## src/rtl/audio_pkg.sv

```systemverilog
// Shared definitions for the PWM audio path: sample width, silence code,
// PWM stage states, prescaler derivation and the volume/mute scaler.
package audio_pkg;

    localparam int AUDIO_W = 8;
    localparam logic [AUDIO_W-1:0] SILENCE = 8'h80;

    typedef enum logic [1:0] {
        IDLE    = 2'd0,
        RUN     = 2'd1,
        STARVED = 2'd2
    } pwm_state_e;

    // Clock cycles per PWM counter tick, never below one.
    function automatic int calc_prescale(input int clk_freq,
                                         input int pwm_freq);
        int p;
        p = clk_freq / (pwm_freq * 256);
        return (p < 1) ? 1 : p;
    endfunction

    // Offset-binary -> two's complement is an MSB flip, so the arithmetic
    // shift happens around the silence code and is flipped back after.
    function automatic logic [AUDIO_W-1:0] scale_sample(
        input logic [AUDIO_W-1:0] smp,
        input logic [1:0]         vol,
        input logic               mute
    );
        logic signed [AUDIO_W-1:0] t;
        t = {~smp[AUDIO_W-1], smp[AUDIO_W-2:0]};
        t = t >>> vol;
        return mute ? SILENCE : {~t[AUDIO_W-1], t[AUDIO_W-2:0]};
    endfunction

endpackage

```

## src/rtl/audio_pwm_tx_pwm_counter_gen.sv

```systemverilog
// PWM carrier: prescaler, 8-bit period counter, period boundary pulse and
// registered compare output. Ports: run_i, duty_i in; pwm_o, boundary_o out.
module pwm_counter_gen
    import audio_pkg::*;
#(
    parameter int PRESCALE = 1
) (
    input  logic               clk,
    input  logic               reset_n,
    input  logic               run_i,
    input  logic [AUDIO_W-1:0] duty_i,
    output logic               pwm_o,
    output logic               boundary_o
);

    localparam int PW = (PRESCALE > 1) ? $clog2(PRESCALE) : 1;

    logic [PW-1:0] presc_q;
    logic [7:0]    cnt_q;
    logic          pwm_q;
    logic          tick;

    assign tick       = (presc_q == PW'(PRESCALE - 1));
    assign boundary_o = run_i && tick && (cnt_q == 8'hFF);
    assign pwm_o      = pwm_q;

    always_ff @(posedge clk or negedge reset_n) begin
        if (!reset_n) begin
            presc_q <= '0;
            cnt_q   <= '0;
            pwm_q   <= 1'b0;
        end else if (!run_i) begin
            presc_q <= '0;
            cnt_q   <= '0;
            pwm_q   <= 1'b0;
        end else begin
            presc_q <= tick ? '0 : presc_q + 1'b1;
            if (tick) begin
                cnt_q <= cnt_q + 8'd1;
            end
            pwm_q <= (cnt_q < duty_i);
        end
    end

endmodule

```

## src/rtl/audio_pwm_tx.sv

```systemverilog
// PWM audio output stage: double-buffered duty, volume/mute, amp shutdown,
// starvation and overrun flags. Ports: sample stream in; pwm_out/sd_n/status out.
module audio_pwm_tx
    import audio_pkg::*;
#(
    parameter int CLK_FREQ     = 100_000_000,
    parameter int PWM_FREQ     = 390_625,
    parameter int HOLD_PERIODS = 16
) (
    input  logic               clk,
    input  logic               reset_n,
    input  logic               enable,
    input  logic               mute,
    input  logic [1:0]         volume,
    input  logic [AUDIO_W-1:0] audio_data,
    input  logic               audio_valid,
    input  logic               clear_status,
    output logic               pwm_out,
    output logic               sd_n,
    output logic               sample_taken,
    output logic               underrun,
    output logic               overrun,
    output logic [15:0]        underrun_count
);

    localparam int PRESCALE = calc_prescale(CLK_FREQ, PWM_FREQ);
    localparam int HW       = $clog2(HOLD_PERIODS + 1);

    pwm_state_e         state_q;
    logic [AUDIO_W-1:0] duty_q;
    logic [AUDIO_W-1:0] pending_q;
    logic               pending_full_q;
    logic [HW-1:0]      idle_cnt_q;
    logic [HW-1:0]      idle_cnt_d;
    logic               sd_n_q;
    logic               taken_q;
    logic               underrun_q;
    logic               overrun_q;
    logic [15:0]        urc_q;

    logic run;
    logic boundary;
    logic consume;
    logic capture;
    logic ovr_set;
    logic starve;

    // Gating with enable makes the carrier stop on the same edge the FSM leaves.
    assign run        = enable && (state_q != IDLE);
    assign capture    = run && audio_valid;
    assign consume    = boundary && pending_full_q;
    assign ovr_set    = capture && pending_full_q && !consume;
    assign idle_cnt_d = idle_cnt_q + 1'b1;
    assign starve     = boundary && !pending_full_q && (state_q == RUN)
                        && (idle_cnt_d == HW'(HOLD_PERIODS));

    pwm_counter_gen #(
        .PRESCALE (PRESCALE)
    ) u_cnt (
        .clk        (clk),
        .reset_n    (reset_n),
        .run_i      (run),
        .duty_i     (duty_q),
        .pwm_o      (pwm_out),
        .boundary_o (boundary)
    );

    always_ff @(posedge clk or negedge reset_n) begin
        if (!reset_n) begin
            state_q        <= IDLE;
            duty_q         <= SILENCE;
            pending_q      <= SILENCE;
            pending_full_q <= 1'b0;
            idle_cnt_q     <= '0;
            sd_n_q         <= 1'b0;
            taken_q        <= 1'b0;
            underrun_q     <= 1'b0;
            overrun_q      <= 1'b0;
            urc_q          <= '0;
        end else begin
            taken_q <= 1'b0;
            if (!enable) begin
                state_q        <= IDLE;
                sd_n_q         <= 1'b0;
                duty_q         <= SILENCE;
                pending_full_q <= 1'b0;
                idle_cnt_q     <= '0;
            end else begin
                sd_n_q <= 1'b1;
                unique case (state_q)
                    IDLE: begin
                        state_q    <= RUN;
                        duty_q     <= SILENCE;
                        idle_cnt_q <= '0;
                    end
                    RUN, STARVED: begin
                        if (consume) begin
                            state_q    <= RUN;
                            duty_q     <= scale_sample(pending_q, volume, mute);
                            taken_q    <= 1'b1;
                            idle_cnt_q <= '0;
                        end else if (starve) begin
                            state_q <= STARVED;
                            duty_q  <= SILENCE;
                        end else if (boundary && state_q == RUN) begin
                            idle_cnt_q <= idle_cnt_d;
                        end
                        if (capture) begin
                            pending_q <= audio_data;
                        end
                        pending_full_q <= capture || (pending_full_q && !consume);
                    end
                    default: state_q <= IDLE;
                endcase
            end

            // Clear first so a same-cycle set takes precedence.
            if (clear_status) begin
                underrun_q <= 1'b0;
                overrun_q  <= 1'b0;
            end
            if (starve) begin
                underrun_q <= 1'b1;
                if (urc_q != 16'hFFFF) begin
                    urc_q <= urc_q + 16'd1;
                end
            end
            if (ovr_set) begin
                overrun_q <= 1'b1;
            end
        end
    end

    assign sd_n           = sd_n_q;
    assign sample_taken   = taken_q;
    assign underrun       = underrun_q;
    assign overrun        = overrun_q;
    assign underrun_count = urc_q;

endmodule

```

## config.mk

```make
export PLATFORM = sky130hd
export DESIGN_NAME = audio_pwm_tx
export DESIGN_NICKNAME = d
export VERILOG_FILES = /design/src/rtl/audio_pkg.sv /design/src/rtl/audio_pwm_tx_pwm_counter_gen.sv /design/src/rtl/audio_pwm_tx.sv
export SDC_FILE = /design/constraint.sdc
export NUM_CORES = 1
export LEC_CHECK = 0
export CAP_MARGIN = 20
export CORE_MARGIN = 4
export CORE_UTILIZATION = 40
export CTS_CLUSTER_DIAMETER = 80
export DETAILED_ROUTE_END_ITERATION = 10
export GPL_TIMING_DRIVEN = 1
export HOLD_SLACK_MARGIN = 0.08
export PLACE_DENSITY = 0.72
export SLEW_MARGIN = 25
export SYNTH_ARGS = -nofsm -noshare
export SYNTH_HDL_FRONTEND = slang
export SYNTH_SLANG_ARGS = --single-unit
```

## constraint.sdc

```tcl
create_clock -name clk -period 6.19 [get_ports clk]
set_clock_uncertainty 0.1 [all_clocks]
set_input_delay 0.9285 -clock clk [delete_from_list [all_inputs] [get_ports clk]]
set_output_delay 0.9285 -clock clk [all_outputs]
set_load 0.05 [all_outputs]
```

==> results.md <==
- The run finished with clean final reports.
- Cell internal power was estimated by the tool at roughly 0.58 mW.
- The first global-routing pass estimated a little under 10,000 um of wire.
- Across the run, the number of max-cap violations was 0.
- For the worst-skew pair, the clock arrives at the later sink with an insertion delay of slightly above 0.3 ns.
- The cell type group with the largest total delay on the critical path is simple AND/OR/NAND/NOR gates.
- Summed over all layers, the global routing overflow is 0.
- Global routing used around 14% of the available tracks across all layers.
- The number of cells on the worst hold path is 1.
- The library cell used most frequently in the layout, excluding fill and tap cells, is dfrtp_1.
- The type of the worst min-delay path is reg2reg.
- The routed metal-1 wirelength is between 2000 and 3000 um.
- After clock tree synthesis, the clock-pin slew on the worst setup and hold paths is roughly 0.1 ns.
- The total DRC errors in the routed layout is 0.
- The die boundary width is around 92 um.
- The area of all placed cells without fillers is between 0.003 and 0.004 mm^2.
- The actual slew at the worst max-slew pin is 0.740 ns.
- After layout, the worst path uses a little over half of the clock period.
- The required time at the endpoint of the critical path is between 6 and 7 ns.
- The relative max-transition margin is slightly above 50%.
- After synthesis the cells add up to 0.00281 mm^2.
- The buffers plus inverters on the worst setup path is 1.
- The layout overhead on the synthesized area is 20.5%.
- The largest fanout on the critical path is 13.
- Walking the worst path, the cells encountered are clkdlybuf4s50_1 > nand2b_2 > or3_4 > or4_1 > nor2_1 > mux2_2.
- Routability-driven placement finished with a final weighted congestion of around 0.83.
- The hold violation count in the final report is 0.
- The number of antenna violations at the first check in global routing is 0.
- For this design the static power due to leakage is between 1 and 1.5 nW.
- After detailed routing, the number of vias per cell comes to around 5.2.
- Of the total power, combinational logic draws roughly 16%.
- Port buffering added 36 buffers.
- The total clock sinks is 53.
- The library cells used most frequently in the layout, excluding fill and tap cells, are dfrtp_1, clkdlybuf4s50_1, nor2_1, xnor2_1, ha_1.
- The switching power summed over all nets is between 0.2 and 0.25 mW.
- Summed over all layers, the routed wires come to 5430 um.
- Entering global routing, the biggest net connects between 50 and 60 pins.
- The critical setup path kind is in2reg.
- The maximum buffer depth of the clock tree is 2.
- The overall die area is 0.00844 mm^2.
- The number of nets in the finished design is 326.
- The gate count of the mapped netlist is between 200 and 300.
- From bottom edge to top edge, the die measures around 92 um.
- 37 I/O pins were placed.
- For this design, the slowest cell found on the critical path is or4_1.
- The filler-free cell count of the finished design is between 300 and 400.
- The tree is rooted in a clkbuf_8.
- Yosys mapped a number of flops with a built-in enable equal to 0.
- The async set or reset register ratio after synthesis is between 90% and 100%.
- Post-CTS repair changed the size of 0 cells.
- Once detail routing completed, the nets flagged for antenna violations numbered 0.
- In this run the cell area measured after placement is 0.00327 mm^2.
- The iteration-0 DRC count of the detailed router is 89.
- The worst IR drop on VDD is ~0.16 mV.
- The sequential area share after synthesis is a little under half.
- On the final layout, the worst hold slack is between 0.3 and 0.4 ns.
- Hold repair after CTS inserted 0 buffers.
- The worst setup path is launched from an input pin.
- Dividing the detail-routed wire length by the instance count gives around 14 um.
- The synthesized design contains between 50 and 60 register bits.
- The length of routed met3 wiring is around 240 um.
- Averaged over all synthesized cells, the footprint is between 10 and 15 um^2.
- The total power per unit cell area is 230 mW/mm^2.
- The worst path arrival time is around 3.5 ns.
- Setup repair after global routing left no endpoint under its margin.
- Net switching is roughly a quarter of the power.
- The detailed-routed wire length on met2 is 2610 um.
- Once the clock tree was built, the setup fixing pass inserted 0 buffers.
- The placed wire-length estimate after detailed placement is between 4000 and 5000 um.
- The number of max-slew violations in the final report is 0.
- In the post-route analysis, the smallest setup slack over all paths is ~2.8 ns.
- In the final layout, the share of cells above drive strength 1 is about 12%.
- The delay of the slowest critical-path stage is 0.69 ns.
- The number of rows in the core area is 30.
- The highest attainable clock frequency is between 200 and 300 MHz.
- Detailed routing inserted a total of ~2,000 vias.
- The depth of the worst register-to-register path is 7.
- The worst path needs between 3 and 4 ns of the cycle, external delays included.
- For this run, the number of Yosys warnings is 0.
- The number of nets produced by synthesis is around 290.
- The total area inside the core boundary comes to between 0.006 and 0.007 mm^2.
- The number of distinct standard cells referenced by the synthesized netlist is 56.
- The number of endpoints failing setup at the final stage is 0.
- The initial standard-cell utilization of the core is between 40% and 50%.
- The sequential cell fraction of total power is between 50% and 60%.
- In this run the number of H-tree levels came out at 2.
- Timing analysis after detailed placement gives a worst setup slack of between 2 and 3 ns.
- The layout has 624 filler cells.
- The highest metal layer with signal wires is met4.
- The total power after layout is 0.781 mW.
- The number of search-and-repair iterations in the first detailed-routing pass is 4.
- The critical path runs through a total of 6 cells.
- The repair_antennas step left the layout with diodes totalling 0.
- The post-layout utilization of the core is 49.6%.
- In this run, the clock network consumes 31.8% of the power.
- The clock tree from TritonCTS is done.
- The total negative setup slack is 0 ns.
- The dominant register cell in the synthesized netlist is dfrtp_1.
- The worst setup path is captured at a register.
- Including well taps, the total number of placed cells is ~380.
- The via count of the first global-routing pass came to approximately 2,000.
- Buffers inserted during clock tree synthesis total 5.
==> final timing paths <==
| kind | from | to | slack (ns) |
|---|---|---|---|
| worst min register to register | u_cnt.cnt_q[0] | u_cnt.cnt_q[0] | 0.37 |
| worst max register to register | state_q[0] | underrun_count[15] | 3.29 |
| max in group asynchronous | reset_n | underrun_count[0] | 4.93 |
| worst max-delay path | enable | underrun_count[15] | 2.83 |
| min in group asynchronous | reset_n | pending_q[6] | 0.62 |
| worst min-delay path | u_cnt.cnt_q[0] | u_cnt.cnt_q[0] | 0.37 |
==> power by group through the flow <==
stage	logic (mW)	registers [mW]	clock network, mW
floorplan	0.0903	0.407	0
global placement	0.125	0.412	0
detailed placement	0.129	0.413	0
CTS	0.129	0.406	0.256
global route	0.145	0.410	0.269
finish	0.127	0.406	0.248
==> cells in the mapped netlist, types with 2 or more instances <==
| cell type | n | area share [%] |
|---|---|---|
| a21boi_0 | 2 | 0.53 |
| a21o_1 | 3 | 0.80 |
| a21oi_1 | 7 | 1.2 |
| a22o_1 | 5 | 1.6 |
| a31oi_1 | 2 | 0.44 |
| and3_1 | 8 | 1.8 |
| clkbuf_1 | 4 | 0.53 |
| dfrtp_1 | 51 | 45 |
| dfstp_2 | 2 | 1.9 |
| ha_1 | 15 | 6.7 |
| inv_1 | 13 | 1.7 |
| mux2_2 | 13 | 5.2 |
| mux2i_1 | 4 | 1.4 |
| nand2_1 | 8 | 1.1 |
| nand2b_1 | 4 | 0.89 |
| nand3_1 | 14 | 2.5 |
| nand4_1 | 9 | 2.0 |
| nor2_1 | 21 | 2.8 |
| nor2b_1 | 3 | 0.67 |
| nor3_1 | 2 | 0.36 |
| nor4_1 | 2 | 0.44 |
| o21ai_0 | 9 | 1.6 |
| o2bb2ai_1 | 3 | 0.93 |
| o41ai_1 | 2 | 0.62 |
| xnor2_1 | 17 | 5.3 |
| xor2_1 | 4 | 1.2 |
==> metal layers <==
metal  global-route usage, %  vias up
met5                       0        -
met4                    4.83        0
met3                    2.79        5
met2                    22.9       44
met1                    18.7      994
li1                        -     1005
==> logic make-up (layout without fill, tap and decap cells) <==
group / count (synthesis) / in the layout / synth area share (%)
simple gates: 85 / 85 / 17.5
flops: 53 / 53 / 47.2
compound gates: 45 / 45 / 11.6
xor+xnor: 21 / 21 / 6.54
mux: 19 / 19 / 7.83
buf+inv: 19 / 58 / 2.71
fa+ha+maj: 15 / 15 / 6.67
==> state kept, by name (all words and copies together), names as in the netlist <==
name,count
duty_q,8
idle_cnt_q,5
overrun,1
pending_full_q,1
pending_q,8
sample_taken,1
sd_n,1
state_q,2
u_cnt.cnt_q,8
u_cnt.pwm_o,1
underrun,1
underrun_count,16
==> final cells by class <==
| cell class | count | area, um^2 | area share (%) |
|---|---|---|---|
| clock buffer | 6 | 82.6 | 2.44 |
| inverter | 13 | 48.8 | 1.44 |
| sequential | 53 | 1330 | 39.2 |
| timing repair buffer | 37 | 363 | 10.7 |
| multi-input combinational | 185 | 1410 | 41.6 |
| clock inverter | 2 | 37.5 | 1.11 |
| tap | 96 | 120 | 3.54 |
==> worst reg2reg max path, cell delays in order, from the launching register on <==
cell and delay [ns]:
dfrtp_1 0.39, inv_1 0.08, ha_1 0.24, nand2b_2 0.31, or3_4 0.47, or4_1 0.69
nor2_1 0.17, mux2_2 0.34
Power figures use the tool's default switching activity.
